--- src/rtl/fmc_bus_sync.sv ---
// STM32 FMC NE1 multiplexed-bus front-end: strobe sync, address latch, req strobes.
// Optional bus-cycle watchdog with sticky error when FMC_TIMEOUT_EN is defined.
module fmc_bus_sync #(
  parameter int SYNC_STAGES    = 2,
  parameter int TIMEOUT_CYCLES = 255
) (
  input  logic        clock,
  input  logic        reset,
  input  logic [15:0] DA_IN,
  input  logic [6:0]  A,
  input  logic        NL,
  input  logic        NOE,
  input  logic        NWE,
  input  logic        NE1,
  input  logic        NBL0,
  input  logic        NBL1,
  output logic [15:0] DA_OUT,
  output logic [15:0] DA_OE,
  output logic [23:0] addr,
  output logic        wr_stb,
  output logic [15:0] wr_data,
  output logic [1:0]  wr_be,
  output logic        rd_stb,
  input  logic [15:0] rd_data,
  output logic        busy
`ifdef FMC_TIMEOUT_EN
  ,
  output logic        timeout_err
`endif
);

  localparam logic [1:0] IDLE = 2'd0;
  localparam logic [1:0] SEL  = 2'd1;
  localparam logic [1:0] WR   = 2'd2;
  localparam logic [1:0] RD   = 2'd3;
  localparam logic [SYNC_STAGES-1:0] FILL_ONE = 1;

  logic [5:0]  st_q [SYNC_STAGES];
  logic [22:0] dt_q [SYNC_STAGES];
  logic [SYNC_STAGES-1:0] fill_q;

  always_ff @(posedge clock) begin
    if (reset) begin
      for (int i = 0; i < SYNC_STAGES; i++) begin
        st_q[i] <= 6'h3F;
        dt_q[i] <= '0;
      end
      fill_q <= '0;
    end else begin
      st_q[0] <= {NL, NOE, NWE, NE1, NBL0, NBL1};
      dt_q[0] <= {A, DA_IN};
      for (int i = 1; i < SYNC_STAGES; i++) begin
        st_q[i] <= st_q[i-1];
        dt_q[i] <= dt_q[i-1];
      end
      fill_q <= (fill_q << 1) | FILL_ONE;
    end
  end

  logic nl_s, noe_s, nwe_s, ne1_s, nbl0_s, nbl1_s, sync_ok;
  logic [6:0]  a_s;
  logic [15:0] da_s;

  assign {nl_s, noe_s, nwe_s, ne1_s, nbl0_s, nbl1_s} = st_q[SYNC_STAGES-1];
  assign {a_s, da_s} = dt_q[SYNC_STAGES-1];
  assign sync_ok = fill_q[SYNC_STAGES-1];

  logic [1:0]  state_q, state_d;
  logic        arm_q, arm_d, noe_ok_q, noe_ok_d, oe_q, oe_d;
  logic        wr_stb_q, wr_stb_d, rd_stb_q, rd_stb_d;
  logic [15:0] wr_data_q, wr_data_d, da_out_q, da_out_d;
  logic [1:0]  wr_be_q, wr_be_d;
  logic [23:0] addr_q, addr_d;
  logic        to_hit;

`ifdef FMC_TIMEOUT_EN
  localparam int TW = $clog2(TIMEOUT_CYCLES + 1);
  logic [TW-1:0] cnt_q, cnt_d;
  logic          err_q;

  assign to_hit = !ne1_s && (cnt_q == TW'(TIMEOUT_CYCLES - 1));
  assign cnt_d  = ne1_s ? '0 : (to_hit ? cnt_q : cnt_q + TW'(1));

  always_ff @(posedge clock) begin
    if (reset) begin
      cnt_q <= '0;
      err_q <= 1'b0;
    end else begin
      cnt_q <= cnt_d;
      if (to_hit) err_q <= 1'b1;
    end
  end

  assign timeout_err = err_q;
`else
  assign to_hit = 1'b0;
`endif

  always_comb begin
    state_d   = state_q;
    arm_d     = arm_q;
    noe_ok_d  = noe_ok_q;
    oe_d      = oe_q;
    wr_stb_d  = 1'b0;
    rd_stb_d  = 1'b0;
    wr_data_d = wr_data_q;
    wr_be_d   = wr_be_q;
    da_out_d  = da_out_q;
    addr_d    = nl_s ? addr_q : {a_s, da_s, ~nbl1_s};
    // Only start a cycle once NE1 has been seen idle after reset/timeout
    if (sync_ok && ne1_s) arm_d = 1'b1;
    if (noe_s) noe_ok_d = 1'b1;
    unique case (state_q)
      IDLE: if (arm_q && !ne1_s) state_d = SEL;
      SEL: begin
        if (ne1_s) begin
          state_d = IDLE;
        end else if (!nwe_s) begin
          state_d   = WR;
          wr_data_d = da_s;
          wr_be_d   = {~nbl1_s, ~nbl0_s};
          noe_ok_d  = noe_s;
        end else if (!noe_s && noe_ok_q) begin
          state_d  = RD;
          rd_stb_d = 1'b1;
          noe_ok_d = 1'b0;
        end
      end
      WR: begin
        if (nwe_s) begin
          wr_stb_d = 1'b1;
          state_d  = ne1_s ? IDLE : SEL;
        end else if (ne1_s) begin
          state_d = IDLE;
        end else begin
          wr_data_d = da_s;
          wr_be_d   = {~nbl1_s, ~nbl0_s};
        end
      end
      RD: begin
        if (ne1_s || noe_s) begin
          oe_d    = 1'b0;
          state_d = ne1_s ? IDLE : SEL;
        end else if (rd_stb_q) begin
          da_out_d = rd_data;
          oe_d     = 1'b1;
        end
      end
      default: state_d = IDLE;
    endcase
    if (to_hit) begin
      state_d  = IDLE;
      arm_d    = 1'b0;
      oe_d     = 1'b0;
      wr_stb_d = 1'b0;
      rd_stb_d = 1'b0;
    end
  end

  always_ff @(posedge clock) begin
    if (reset) begin
      state_q   <= IDLE;
      arm_q     <= 1'b0;
      noe_ok_q  <= 1'b0;
      oe_q      <= 1'b0;
      wr_stb_q  <= 1'b0;
      rd_stb_q  <= 1'b0;
      wr_data_q <= '0;
      wr_be_q   <= '0;
      da_out_q  <= '0;
      addr_q    <= '0;
    end else begin
      state_q   <= state_d;
      arm_q     <= arm_d;
      noe_ok_q  <= noe_ok_d;
      oe_q      <= oe_d;
      wr_stb_q  <= wr_stb_d;
      rd_stb_q  <= rd_stb_d;
      wr_data_q <= wr_data_d;
      wr_be_q   <= wr_be_d;
      da_out_q  <= da_out_d;
      addr_q    <= addr_d;
    end
  end

  // Output enable drops combinationally as soon as NOE_s or NE1_s releases
  assign DA_OE   = (oe_q && !noe_s && !ne1_s) ? 16'hFFFF : 16'h0000;
  assign DA_OUT  = da_out_q;
  assign addr    = addr_q;
  assign wr_stb  = wr_stb_q;
  assign wr_data = wr_data_q;
  assign wr_be   = wr_be_q;
  assign rd_stb  = rd_stb_q;
  assign busy    = !ne1_s;

endmodule

--- config.mk ---
export PLATFORM = sky130hd
export DESIGN_NAME = fmc_bus_sync
export DESIGN_NICKNAME = d
export VERILOG_FILES = /design/src/rtl/fmc_bus_sync.sv
export SDC_FILE = /design/constraint.sdc
export NUM_CORES = 1
export LEC_CHECK = 0
export CORE_MARGIN = 2
export CORE_UTILIZATION = 47
export CTS_BUF_LIST = sky130_fd_sc_hd__clkbuf_16
export DETAILED_ROUTE_END_ITERATION = 8
export PLACE_DENSITY = 0.79
export RECOVER_POWER = 50
export SYNTH_ARGS = -nofsm -noshare
export SYNTH_HDL_FRONTEND = slang
export SYNTH_SLANG_ARGS = --single-unit
--- constraint.sdc ---
create_clock -name clock -period 2.35 [get_ports clock]
set_clock_uncertainty 0.05 [all_clocks]
set_input_delay 0.47 -clock clock [delete_from_list [all_inputs] [get_ports clock]]
set_output_delay 0.47 -clock clock [all_outputs]
set_load 0.05 [all_outputs]
==> metrics.md, run 1 <==
| Metric | Value |
|---|---|
| Outcome | complete, but fails checks |
| Violations in the final reports | capacitance limit, slew limit |
| Worst supply voltage drop on vdd | 687 uV |
| Unique cell type count in the Yosys netlist | 27 |
| Critical Path End Type | primary output |
| Fraction of final layout cells sized beyond drive strength 1 | 13.0% |
| Worst-margin pin slew | 1610 ps |
| Maximum fanout along the worst path | 9 |
| Combined area of the multi-input logic cells | 1470 um2 |
| Cell Chain, Critical Path | inv_1 -> clkdlybuf4s50_1 |
| Clock latency on the worst-skew pair | 390 ps |
| Vias | 2887 |
| Number of synthesized flops with an enable pin | 0 |
| Area taken by flip-flops and latches | 2500 um2 |
| Static power due to leakage | 2.47 nW |
| Num Clock Sinks | 125 |
| Buffer cell driving the clock tree root | sky130_fd_sc_hd__clkbuf_16 |
| Worst endpoint required time | 1830 ps |
| Overflow left after global routing | 0 |
| Io pins | 124 |
| Number of standard cells after synthesis | 405 |
| Worst setup path end | busy |
| Largest net degree at the start of global routing | 94 |
| Number of buffers added by the clock tree synthesis step | 17 |
| Cell with the most instances after synthesis | sky130_fd_sc_hd__dfxtp_1 |
| Initial antenna violation count | 0 |
| Standard cell core area | 8760 um2 |
| Horizontal extent of the die | 99.3 um |
| Unrepaired setup endpoints after global routing | false |
| Total of endpoints with negative setup slack in the final report | 0 |
| Layer carrying the most global-route usage | met2 |
| Final HPWL DP | 5.46 mm |
| Count of cells along the worst register-to-register path | 4 |
| H-tree Lvls | 4 |
| Ratio of total power to cell area | 808 nW/um2 |
| Cell depth of the worst setup path | 2 |
| Fin Setup TNS | 0 ps |
| Count of nets after finishing | 560 |
| Largest delay contributor family on the critical path | buffers and inverters |
| Dominant cells by area after synthesis | sky130_fd_sc_hd__dfxtp_1, sky130_fd_sc_hd__mux2i_1, sky130_fd_sc_hd__nor2b_1, sky130_fd_sc_hd__nand2_1, sky130_fd_sc_hd__nor2_1 |
| Share of the synthesized area in the top cell type | 58.7% |
| Initial cell density of the core | 48.7% |
| Minimum setup slack in the final design | 194 ps |
| Syn. warnings | 0 |
| Wire length of the first global-routing pass | 12.7 mm |
| Critical-path top delay cell | sky130_fd_sc_hd__clkdlybuf4s50_1 |
| Startpoint-to-endpoint class of the critical path | flop to primary output |
| Net Count, Synth | 452 |
| Seq cells post-synth | 125 |
| Fin. max-slew vios | 94 |
| Post-synthesis to final-layout area growth | 44.8% |
| Terminus of the critical flop-to-flop path | DA_OUT[4]$_SDFFE_PP0P_ |
| Proportion of synthesized chip area in sequential cells | 58.7% |
| Longest individual stage delay on the worst path | 790 ps |
| Worst setup slack for register-to-register paths | 250 ps |
| Cell type with the highest aggregate area in the netlist | sky130_fd_sc_hd__dfxtp_1 |
| Final Non-Filler Cells | 633 |
| Per-instance average area after synthesis | 10.5 um2 |
| GR Layer Usage met2 | 27.9% |
| Sum of internal, switching and leakage power | 4.99 mW |
| Met3 Use GR | 5.76% |
| Min cycle time layout | 2160 ps |
| Pre-CTS setup slack | 447 ps |
| Crit path launch | st_q[0][8]$_SDFF_PP1_ |
| Diode count | 0 |
| Remaining max-slew budget at the tightest pin | -7.59% |
| Most common library cells after synthesis | sky130_fd_sc_hd__dfxtp_1, sky130_fd_sc_hd__nand2_1, sky130_fd_sc_hd__mux2i_1, sky130_fd_sc_hd__nor2b_1, sky130_fd_sc_hd__nor2_1 |
| Total buffers and inverters traversed by the critical path | 2 |
| Area of the mapped netlist | 4270 um2 |
| Critical Path Source Type | flop |
| Drt drc | 0 |
| CTS tree | yes |
| Floorplan die height | 99.3 um |
| Count of routing violations after the opening detailed-route iteration | 60 |
| Length of the first detailed-routing pass in iterations | 4 |
| Async set-reset flop share out of synthesis | 0% |
| Final Cycle Share | 91.8% |
| WL/cell | 12.6 um |
| Inst Count DP | 602 |
| Max capacitance violation total | 1 |
| Site row count | 34 |
| Data arrival time of the worst path | 1640 ps |
| GRT Total Usage | 16.5% |
| Last weighted congestion value of the routability-driven placer | 0.762 |
| Vias/cell | 4.56 |
| Crit Reg-Reg Startpoint | state_q[0]$_SDFFE_PP0P_ |
| Bufs on Longest Clock Path | 2 |
| Most instantiated flip-flop cell in the synthesis netlist | sky130_fd_sc_hd__dfxtp_1 |
| Hold slack final | 355 ps |
| Area enclosed by the die boundary | 9860 um2 |
| Fillcell total | 659 |
| Vias in the first global route | 2775 |
| Clock-pin transition on the worst setup and hold timing paths | 50 ps |
| Wire length after detailed routing | 7.99 mm |
| Met1 routing resource usage after global routing | 18.7% |
| Worst hold-check path type | flop to flop |
| Number of port buffers | 123 |
| Final hold violation count | 0 |
| Fmax | 464 MHz |
| Number of routed nets with antenna violations | 0 |
[worst min path at each step]
stage / slack (ps) / to / startpoint / cells past startpoint
finish: 360 / st_q[0][10]$_SDFF_PP1_ / st_q[0][4]$_SDFF_PP1_ / 1
global route: 370 / st_q[0][7]$_SDFF_PP1_ / st_q[0][1]$_SDFF_PP1_ / 1
CTS: 360 / st_q[0][10]$_SDFF_PP1_ / st_q[0][4]$_SDFF_PP1_ / 1
detailed placement: 340 / st_q[0][10]$_SDFF_PP1_ / st_q[0][4]$_SDFF_PP1_ / 1
global placement: 340 / st_q[0][9]$_SDFF_PP1_ / st_q[0][3]$_SDFF_PP1_ / 1
floorplan: 340 / st_q[0][10]$_SDFF_PP1_ / st_q[0][4]$_SDFF_PP1_ / 1
[report_power, final]
group / internal (mW) / switching, mW / leakage [nW] / total (mW)
clock network: 1.66 / 0.903 / 0.289 / 2.57
registers: 2.18 / 0.0259 / 1.02 / 2.20
logic: 0.125 / 0.0949 / 1.16 / 0.220
total: 3.97 / 1.02 / 2.47 / 4.99
[through the flow]
step	cell area, um2	util [%]
2_1_floorplan	4280	-
3_3_place_gp	5630	64.2
3_5_place_dp	5630	64.2
4_1_cts	6220	71.0
5_1_grt	6180	70.5
6_report	6180	70.5
[cell families (layout without fill, tap and decap cells)]
logic type,count (synthesis),in the layout,share of synthesized area [%]
AND/OR/NAND/NOR,167,167,19.6
multiplexers,57,57,13.4
XOR/XNOR,1,1,0.205
AO/OA/AOI/OAI,10,10,1.44
buffers and inverters,45,165,6.66
flip-flops,125,125,58.7
[layer usage]
metal  vias up  part of all wire [%]
li1       1498                     -
met1      1289                    44
met2        90                    48
met3        10                   6.5
met4         0                   1.8
met5         -                     0
[registers in the layout (all words and copies together) (netlist names)]
register	flops
addr	24
noe_ok_q	1
wr_stb	1
wr_data	16
dt_q	46
state_q	2
st_q	12
DA_OUT	16
fill_q	2
oe_q	1
wr_be	2
rd_stb	1
arm_q	1
[layout make-up]
cell class	instances	share of cell area, %
Tap cell	108	2.19
Multi-Input combinational cell	235	23.9
Clock buffer	17	6.89
Inverter	4	0.243
Clock inverter	14	2.71
Sequential cell	125	40.5
Timing Repair Buffer	130	23.6
[placed cells by master (no fill, tap or decap), types with 2 or more instances in the layout]
master                            netlist  routed
sky130_fd_sc_hd__a211oi_1               2       2
sky130_fd_sc_hd__a21oi_1                4       4
sky130_fd_sc_hd__buf_12                 1      18
sky130_fd_sc_hd__buf_4                 15       3
sky130_fd_sc_hd__bufinv_16              0       3
sky130_fd_sc_hd__clkbuf_1              10       2
sky130_fd_sc_hd__clkbuf_16              0      17
sky130_fd_sc_hd__clkdlybuf4s50_1        0     106
sky130_fd_sc_hd__clkinv_1               0       2
sky130_fd_sc_hd__clkinv_2               0       2
sky130_fd_sc_hd__clkinv_4               0       3
sky130_fd_sc_hd__dfxtp_1              125     124
sky130_fd_sc_hd__inv_1                  4       4
sky130_fd_sc_hd__inv_6                  0       3
sky130_fd_sc_hd__mux2_2                 2       2
sky130_fd_sc_hd__mux2i_1               55      55
sky130_fd_sc_hd__nand2_1               65      65
sky130_fd_sc_hd__nor2_1                31      31
sky130_fd_sc_hd__nor2b_1               51      51
sky130_fd_sc_hd__nor3_4                 1       2
sky130_fd_sc_hd__nor4b_1                2       2
sky130_fd_sc_hd__o21ai_0                2       2
sky130_fd_sc_hd__or2_2                 12      12
[repair_timing]
item                       in CTS  in global routing
setup endpoints to repair       0                  1
resized for setup               0                  1
hold buffers                    0                  0
setup buffers                   0                  0
Power figures use the tool's default switching activity.
==> inputs of run 2 (changes only) <==
--- a/config.mk
+++ b/config.mk
@@ -7,8 +7,7 @@
 export LEC_CHECK = 0
 export CORE_MARGIN = 2
-export CORE_UTILIZATION = 47
+export CORE_UTILIZATION = 30
 export CTS_BUF_LIST = sky130_fd_sc_hd__clkbuf_16
 export DETAILED_ROUTE_END_ITERATION = 8
-export PLACE_DENSITY = 0.79
 export RECOVER_POWER = 50
 export SYNTH_ARGS = -nofsm -noshare
--- a/constraint.sdc
+++ b/constraint.sdc
@@ -3,3 +3,3 @@
 set_input_delay 0.47 -clock clock [delete_from_list [all_inputs] [get_ports clock]]
 set_output_delay 0.47 -clock clock [all_outputs]
-set_load 0.05 [all_outputs]
+set_load 0.005 [all_outputs]
==> metrics.md, run 2 (synthesis gave the netlist of run 1 again) <==
| Metric | Value |
|---|---|
| Outcome | completed |
| Length of the first detailed-routing pass in iterations | 4 |
| Critical Path End Type | primary output |
| CTS tree | yes |
| H-tree Lvls | 4 |
| Clock-pin transition on the worst setup and hold timing paths | 50 ps |
| Most frequent cells in the layout | sky130_fd_sc_hd__dfxtp_1, sky130_fd_sc_hd__clkdlybuf4s50_1, sky130_fd_sc_hd__nand2_1 |
| Static power due to leakage | 2.39 nW |
| Buffer cell driving the clock tree root | sky130_fd_sc_hd__clkbuf_16 |
| Minimum setup slack in the final design | 105 ps |
| Final Cycle Share | 95.5% |
| Count of cells along the worst register-to-register path | 3 |
| Final hold violation count | 0 |
| Remaining max-slew budget at the tightest pin | 13.3% |
| Post-synthesis to final-layout area growth | 41.4% |
| Final Non-Filler Cells | 708 |
| Worst setup slack for register-to-register paths | 430 ps |
| Data arrival time of the worst path | 1720 ps |
| Io pins | 124 |
| Most common cell after layout, fill and taps aside | sky130_fd_sc_hd__dfxtp_1 |
| Initial antenna violation count | 0 |
| Clock latency on the worst-skew pair | 410 ps |
| Critical Path Source Type | flop |
| Overflow left after global routing | 0 |
| GRT Total Usage | 11.7% |
| Wire length of the first global-routing pass | 13.3 mm |
| Fin Setup TNS | 0 ps |
| Site row count | 43 |
| Vias/cell | 4.11 |
| Worst supply voltage drop on vdd | 462 uV |
| Unrepaired setup endpoints after global routing | false |
| Largest net degree at the start of global routing | 51 |
| Vias in the first global route | 2747 |
| Number of routed nets with antenna violations | 0 |
| Total of endpoints with negative setup slack in the final report | 0 |
| Num Clock Sinks | 125 |
| Cell Chain, Critical Path | nor3_2 -> buf_2 -> clkdlybuf4s50_1 |
| Launch instance of the worst min-delay path | st_q[0][4]$_SDFF_PP1_ |
| Diode count | 0 |
| Worst hold path endpoint | st_q[0][10]$_SDFF_PP1_ |
| Standard cell core area | 13900 um2 |
| Startpoint-to-endpoint class of the critical path | flop to primary output |
| Fraction of final layout cells sized beyond drive strength 1 | 9.66% |
| WL/cell | 12.1 um |
| Ratio of total power to cell area | 775 nW/um2 |
| Drt drc | 0 |
| Number of port buffers | 123 |
| Min cycle time layout | 2240 ps |
| Number of buffers added by the clock tree synthesis step | 17 |
| Total setup buffers inserted after CTS | 0 |
| Floorplan die height | 123 um |
| Crit Reg-Reg Startpoint | st_q[0][11]$_SDFF_PP1_ |
| Count of routing violations after the opening detailed-route iteration | 103 |
| Worst-margin pin slew | 1300 ps |
| Hold Crit Depth | 1 |
| Number of flip-flops in the largest register | 46 |
| Fin. max-slew vios | 0 |
| Inst Count DP | 675 |
| Pre-CTS setup slack | 470 ps |
| Worst endpoint required time | 1830 ps |
| Area enclosed by the die boundary | 15200 um2 |
| Last weighted congestion value of the routability-driven placer | 0.774 |
| Max capacitance violation total | 0 |
| Longest individual stage delay on the worst path | 520 ps |
| Critical-path top delay cell | sky130_fd_sc_hd__clkdlybuf4s50_1 |
| Initial cell density of the core | 30.7% |
| Horizontal extent of the die | 123 um |
| Maximum fanout along the worst path | 9 |
| Final HPWL DP | 5.84 mm |
| Worst hold-check path type | flop to flop |
| Wire length after detailed routing | 8.53 mm |
| Bufs on Longest Clock Path | 2 |
| Register with the most flip-flops | dt_q |
| Count of nets after finishing | 562 |
| Fmax | 445 MHz |
| Vias | 2909 |
| Terminus of the critical flop-to-flop path | addr[3]$_SDFFE_PP0N_ |
-- run 2: changes by cell type in the layout (fill, tap and decap cells not counted), moves of 2 or more --
cell                              previous run  this run
sky130_fd_sc_hd__inv_1                       4         9
sky130_fd_sc_hd__buf_4                       3         5
sky130_fd_sc_hd__clkinv_4                    3         0
sky130_fd_sc_hd__inv_6                       3         0
sky130_fd_sc_hd__clkdlybuf4s50_1           106       108
sky130_fd_sc_hd__bufinv_16                   3         1
sky130_fd_sc_hd__dlygate4sd3_1               0        14
sky130_fd_sc_hd__clkinv_2                    2         5
sky130_fd_sc_hd__buf_12                     18         0
-- run 2: report_power, final --
group	internal, mW	switching (mW)	total [mW]
Sequential	2.18	0.0270	2.21
Combinational	0.116	0.0760	0.192
Clock	1.41	0.870	2.28
-- run 2: layer usage --
layer  vias up  track usage, %  share of wire, %  wire length (um)
met4         0            6.82               2.2               191
met5         -               0                 0                 0
met1      1323            13.6                45              3840
li1       1496               -                 -                 -
met3        17            4.75               5.5               468
met2        73            18.1                47              4040
-- run 2: worst max path at each step --
stage                     end             startpoint  slack, ps  depth (start not counted)
finish               DA_OE[9]  st_q[0][8]$_SDFF_PP1_        110                          3
detailed placement   DA_OE[3]  st_q[0][8]$_SDFF_PP1_        470                          3
global placement    DA_OE[10]  st_q[0][8]$_SDFF_PP1_        470                          3
global route        DA_OE[12]  st_q[0][8]$_SDFF_PP1_         10                          3
CTS                  DA_OE[3]  st_q[0][8]$_SDFF_PP1_         20                          3
floorplan           DA_OE[10]  st_q[0][8]$_SDFF_PP1_        190                          3
-- run 2: stage by stage --
step	instance area [um2]	total power [mW]	hold WS (ps)	utilization, %
2_1_floorplan	4270	2.34	339	-
3_3_place_gp	5530	2.45	343	39.9
3_5_place_dp	5530	2.45	345	39.9
4_1_cts	6050	4.75	354	43.6
5_1_grt	6030	4.86	368	43.5
6_report	6030	4.67	351	43.5
-- run 2: final cells by class --
type,instances,area (um2)
Fill cell,1320,7850
Sequential cell,125,2500
Multi-Input combinational cell,235,1490
Clock buffer,17,425
Clock inverter,15,92.6
Timing Repair Buffer,132,1280
Tap cell,180,225
Inverter,4,15.0
-- run 2: what timing repair did --
action,in CTS,in global routing
gates resized for setup,0,4
hold buffers,0,0
setup endpoints to repair,0,16
endpoints found under the hold margin,0,0
-- run 2: worst max-delay path, delay by kind of cell, from the launching register on --
family,cells,cell delay [ps]
buffers and inverters,2,730
DFF,1,380
and+or+nand+nor,1,210
==> inputs of run 3 (changes only) <==
- ABC_AREA: unset -> 1
==> metrics.md, run 3 <==
| Metric | Value |
|---|---|
| Number of buffers added by the clock tree synthesis step | 17 |
| Longest individual stage delay on the worst path | 530 ps |
| Count of nets after finishing | 642 |
| Total of endpoints with negative setup slack in the final report | 0 |
| Startpoint-to-endpoint class of the critical path | flop to primary output |
| Outcome | completed |
| Cell with the most instances after synthesis | sky130_fd_sc_hd__dfxtp_1 |
| Launch instance of the worst min-delay path | dt_q[0][17]$_SDFF_PP0_ |
| Critical-path top delay cell | sky130_fd_sc_hd__clkdlybuf4s50_1 |
| Unique cell type count in the Yosys netlist | 24 |
| WL/cell | 11.6 um |
| Area of the mapped netlist | 4230 um2 |
| Number of flip-flops in the largest register | 46 |
| Critical Path End Type | primary output |
| Maximum fanout along the worst path | 16 |
| Largest delay contributor family on the critical path | buffers and inverters |
| Cell type with the highest aggregate area in the netlist | sky130_fd_sc_hd__dfxtp_1 |
| Most common library cells after synthesis | sky130_fd_sc_hd__dfxtp_1, sky130_fd_sc_hd__nor2_1, sky130_fd_sc_hd__inv_1, sky130_fd_sc_hd__o21ai_1, sky130_fd_sc_hd__o21ai_0 |
| Buffer cell driving the clock tree root | sky130_fd_sc_hd__clkbuf_16 |
| Clock latency on the worst-skew pair | 400 ps |
| Total setup buffers inserted after CTS | 0 |
| Vias/cell | 4.06 |
| Dominant cells by area after synthesis | sky130_fd_sc_hd__dfxtp_1, sky130_fd_sc_hd__nor2_1, sky130_fd_sc_hd__inv_1, sky130_fd_sc_hd__o21ai_1, sky130_fd_sc_hd__o21ai_0 |
| Largest net degree at the start of global routing | 65 |
| Most frequent cells in the layout | sky130_fd_sc_hd__nor2_1, sky130_fd_sc_hd__dfxtp_1, sky130_fd_sc_hd__clkdlybuf4s50_1 |
| Worst setup slack for register-to-register paths | 370 ps |
| Data arrival time of the worst path | 1680 ps |
| Proportion of synthesized chip area in sequential cells | 59.2% |
| Share of the synthesized area in the top cell type | 59.2% |
| Syn. warnings | 0 |
| Max capacitance violation total | 0 |
| Async set-reset flop share out of synthesis | 0% |
| Fmax | 455 MHz |
| Standard cell core area | 13800 um2 |
| Post-cts gate resize count | 0 |
| Initial antenna violation count | 0 |
| Drt drc | 0 |
| Terminus of the critical flop-to-flop path | wr_data[15]$_SDFFE_PP0P_ |
| Fraction of final layout cells sized beyond drive strength 1 | 11.7% |
| Static power due to leakage | 2.46 nW |
| Net Count, Synth | 533 |
| Worst-margin pin slew | 1260 ps |
| Diode count | 0 |
| Area taken by flip-flops and latches | 2500 um2 |
| Number of routed nets with antenna violations | 0 |
| Hold slack final | 349 ps |
| Count of routing violations after the opening detailed-route iteration | 85 |
| Final HPWL DP | 6.34 mm |
| Number of standard cells after synthesis | 486 |
| Total buffers and inverters traversed by the critical path | 3 |
| Cell area reported after detailed placement | 5480 um2 |
| Most instantiated flip-flop cell in the synthesis netlist | sky130_fd_sc_hd__dfxtp_1 |
| Number of synthesized flops with an enable pin | 0 |
| Final hold violation count | 0 |
| Final Non-Filler Cells | 788 |
| Number of hold buffers added after CTS | 0 |
| Vias | 3200 |
| Combined area of the multi-input logic cells | 1170 um2 |
| Unrepaired setup endpoints after global routing | false |
| Cell area after layout | 5960 um2 |
| Vias in the first global route | 3052 |
| Io pins | 124 |
| CTS tree | yes |
| Horizontal extent of the die | 123 um |
| Floorplan die height | 123 um |
| Seq cells post-synth | 125 |
| Count of cells along the worst register-to-register path | 7 |
| Cell Chain, Critical Path | inv_1 -> nand2_1 -> nor2_1 -> buf_4 -> clkdlybuf4s50_1 |
| Fillcell total | 1356 |
| Ratio of total power to cell area | 829 nW/um2 |
| Bufs on Longest Clock Path | 2 |
| Final Cycle Share | 93.5% |
| Clock-pin transition on the worst setup and hold timing paths | 50 ps |
| Site row count | 43 |
| Area enclosed by the die boundary | 15100 um2 |
| Min cycle time layout | 2200 ps |
| Length of the first detailed-routing pass in iterations | 4 |
| H-tree Lvls | 4 |
| Hold Crit Depth | 2 |
| Overflow left after global routing | 0 |
| Per-instance average area after synthesis | 8.70 um2 |
| Inst Count DP | 756 |
| Initial cell density of the core | 30.6% |
| Wire length of the first global-routing pass | 14.6 mm |
| Worst hold path endpoint | dt_q[0][40]$_SDFF_PP0_ |
| Fin. max-slew vios | 0 |
| Wire length after detailed routing | 9.15 mm |
| Remaining max-slew budget at the tightest pin | 16.1% |
| Worst endpoint required time | 1830 ps |
| Worst hold-check path type | flop to flop |
| Post-synthesis to final-layout area growth | 41.0% |
| Crit Reg-Reg Startpoint | state_q[1]$_SDFFE_PP0P_ |
| GRT Total Usage | 12.6% |
| Most common cell after layout, fill and taps aside | sky130_fd_sc_hd__nor2_1 |
| Fin Setup TNS | 0 ps |
| Num Clock Sinks | 125 |
| Worst supply voltage drop on vdd | 428 uV |
| Critical Path Source Type | flop |
| Sum of internal, switching and leakage power | 4.94 mW |
| Number of port buffers | 123 |
| Register with the most flip-flops | dt_q |
| Last weighted congestion value of the routability-driven placer | 0.766 |
[run 3: changes by cell type after synthesis, sizes merged, moves of 3 or more]
cell,previous run,this run
inv,4,72
buf,31,23
nor2,31,136
clkbuf,10,15
mux2i,55,0
a21oi,4,24
nand3,1,4
nand2,65,13
o21ai,2,59
nor3,3,0
nor2b,51,0
[run 3: area by class of cell]
cell class              count  share of cell area [%]
flip-flops and latches    125                    42.0
repair buffers            128                    21.1
multi-input cells         251                    19.6
clock buffers              17                    7.13
inverters                  72                    4.62
well taps                 180                    3.78
clock inverters            15                    1.78
[run 3: through the flow]
stage / util (%) / worst slack [ps]
2_1_floorplan: - / 628
3_3_place_gp: 39.6 / 597
3_5_place_dp: 39.6 / 574
4_1_cts: 43.4 / 134
5_1_grt: 43.1 / 63.6
6_report: 43.1 / 153
[run 3: logic make-up after synthesis]
family	Yosys count	synth area share, %
flip-flops	125	59.2
AO/OA/AOI/OAI	83	11.1
AND/OR/NAND/NOR	168	17.2
buffers and inverters	110	12.5
[run 3: how the worst max path moves through the flow]
stage / start / end / slack [ps] / cells after the start
global placement: st_q[0][10]$_SDFF_PP1_ / DA_OE[13] / 600 / 5
CTS: st_q[0][10]$_SDFF_PP1_ / DA_OE[9] / 130 / 5
finish: st_q[0][10]$_SDFF_PP1_ / DA_OE[7] / 150 / 5
global route: st_q[0][10]$_SDFF_PP1_ / DA_OE[9] / 60 / 5
detailed placement: st_q[0][10]$_SDFF_PP1_ / DA_OE[8] / 570 / 5
floorplan: st_q[0][10]$_SDFF_PP1_ / DA_OE[10] / 630 / 4
[run 3: worst min-delay path: cells and delay by family, from the launching register on]
| kind | cells | cell delay, ps |
|---|---|---|
| AND/OR/NAND/NOR | 1 | 30 |
| buffers and inverters | 1 | 40 |
| flip-flops | 1 | 290 |
[run 3: where the power goes]
part           switching (mW)  internal, mW
sequential             0.0540          2.22
combinational           0.181         0.198
clock                   0.870          1.42
[run 3: layer usage]
layer | wire [um] | track usage, % | up-vias
met5 | 0 | 0 | -
met4 | 178 | 4.67 | 0
met3 | 482 | 4.18 | 16
met2 | 4300 | 20.9 | 76
met1 | 4190 | 15.2 | 1419
li1 | - | - | 1689
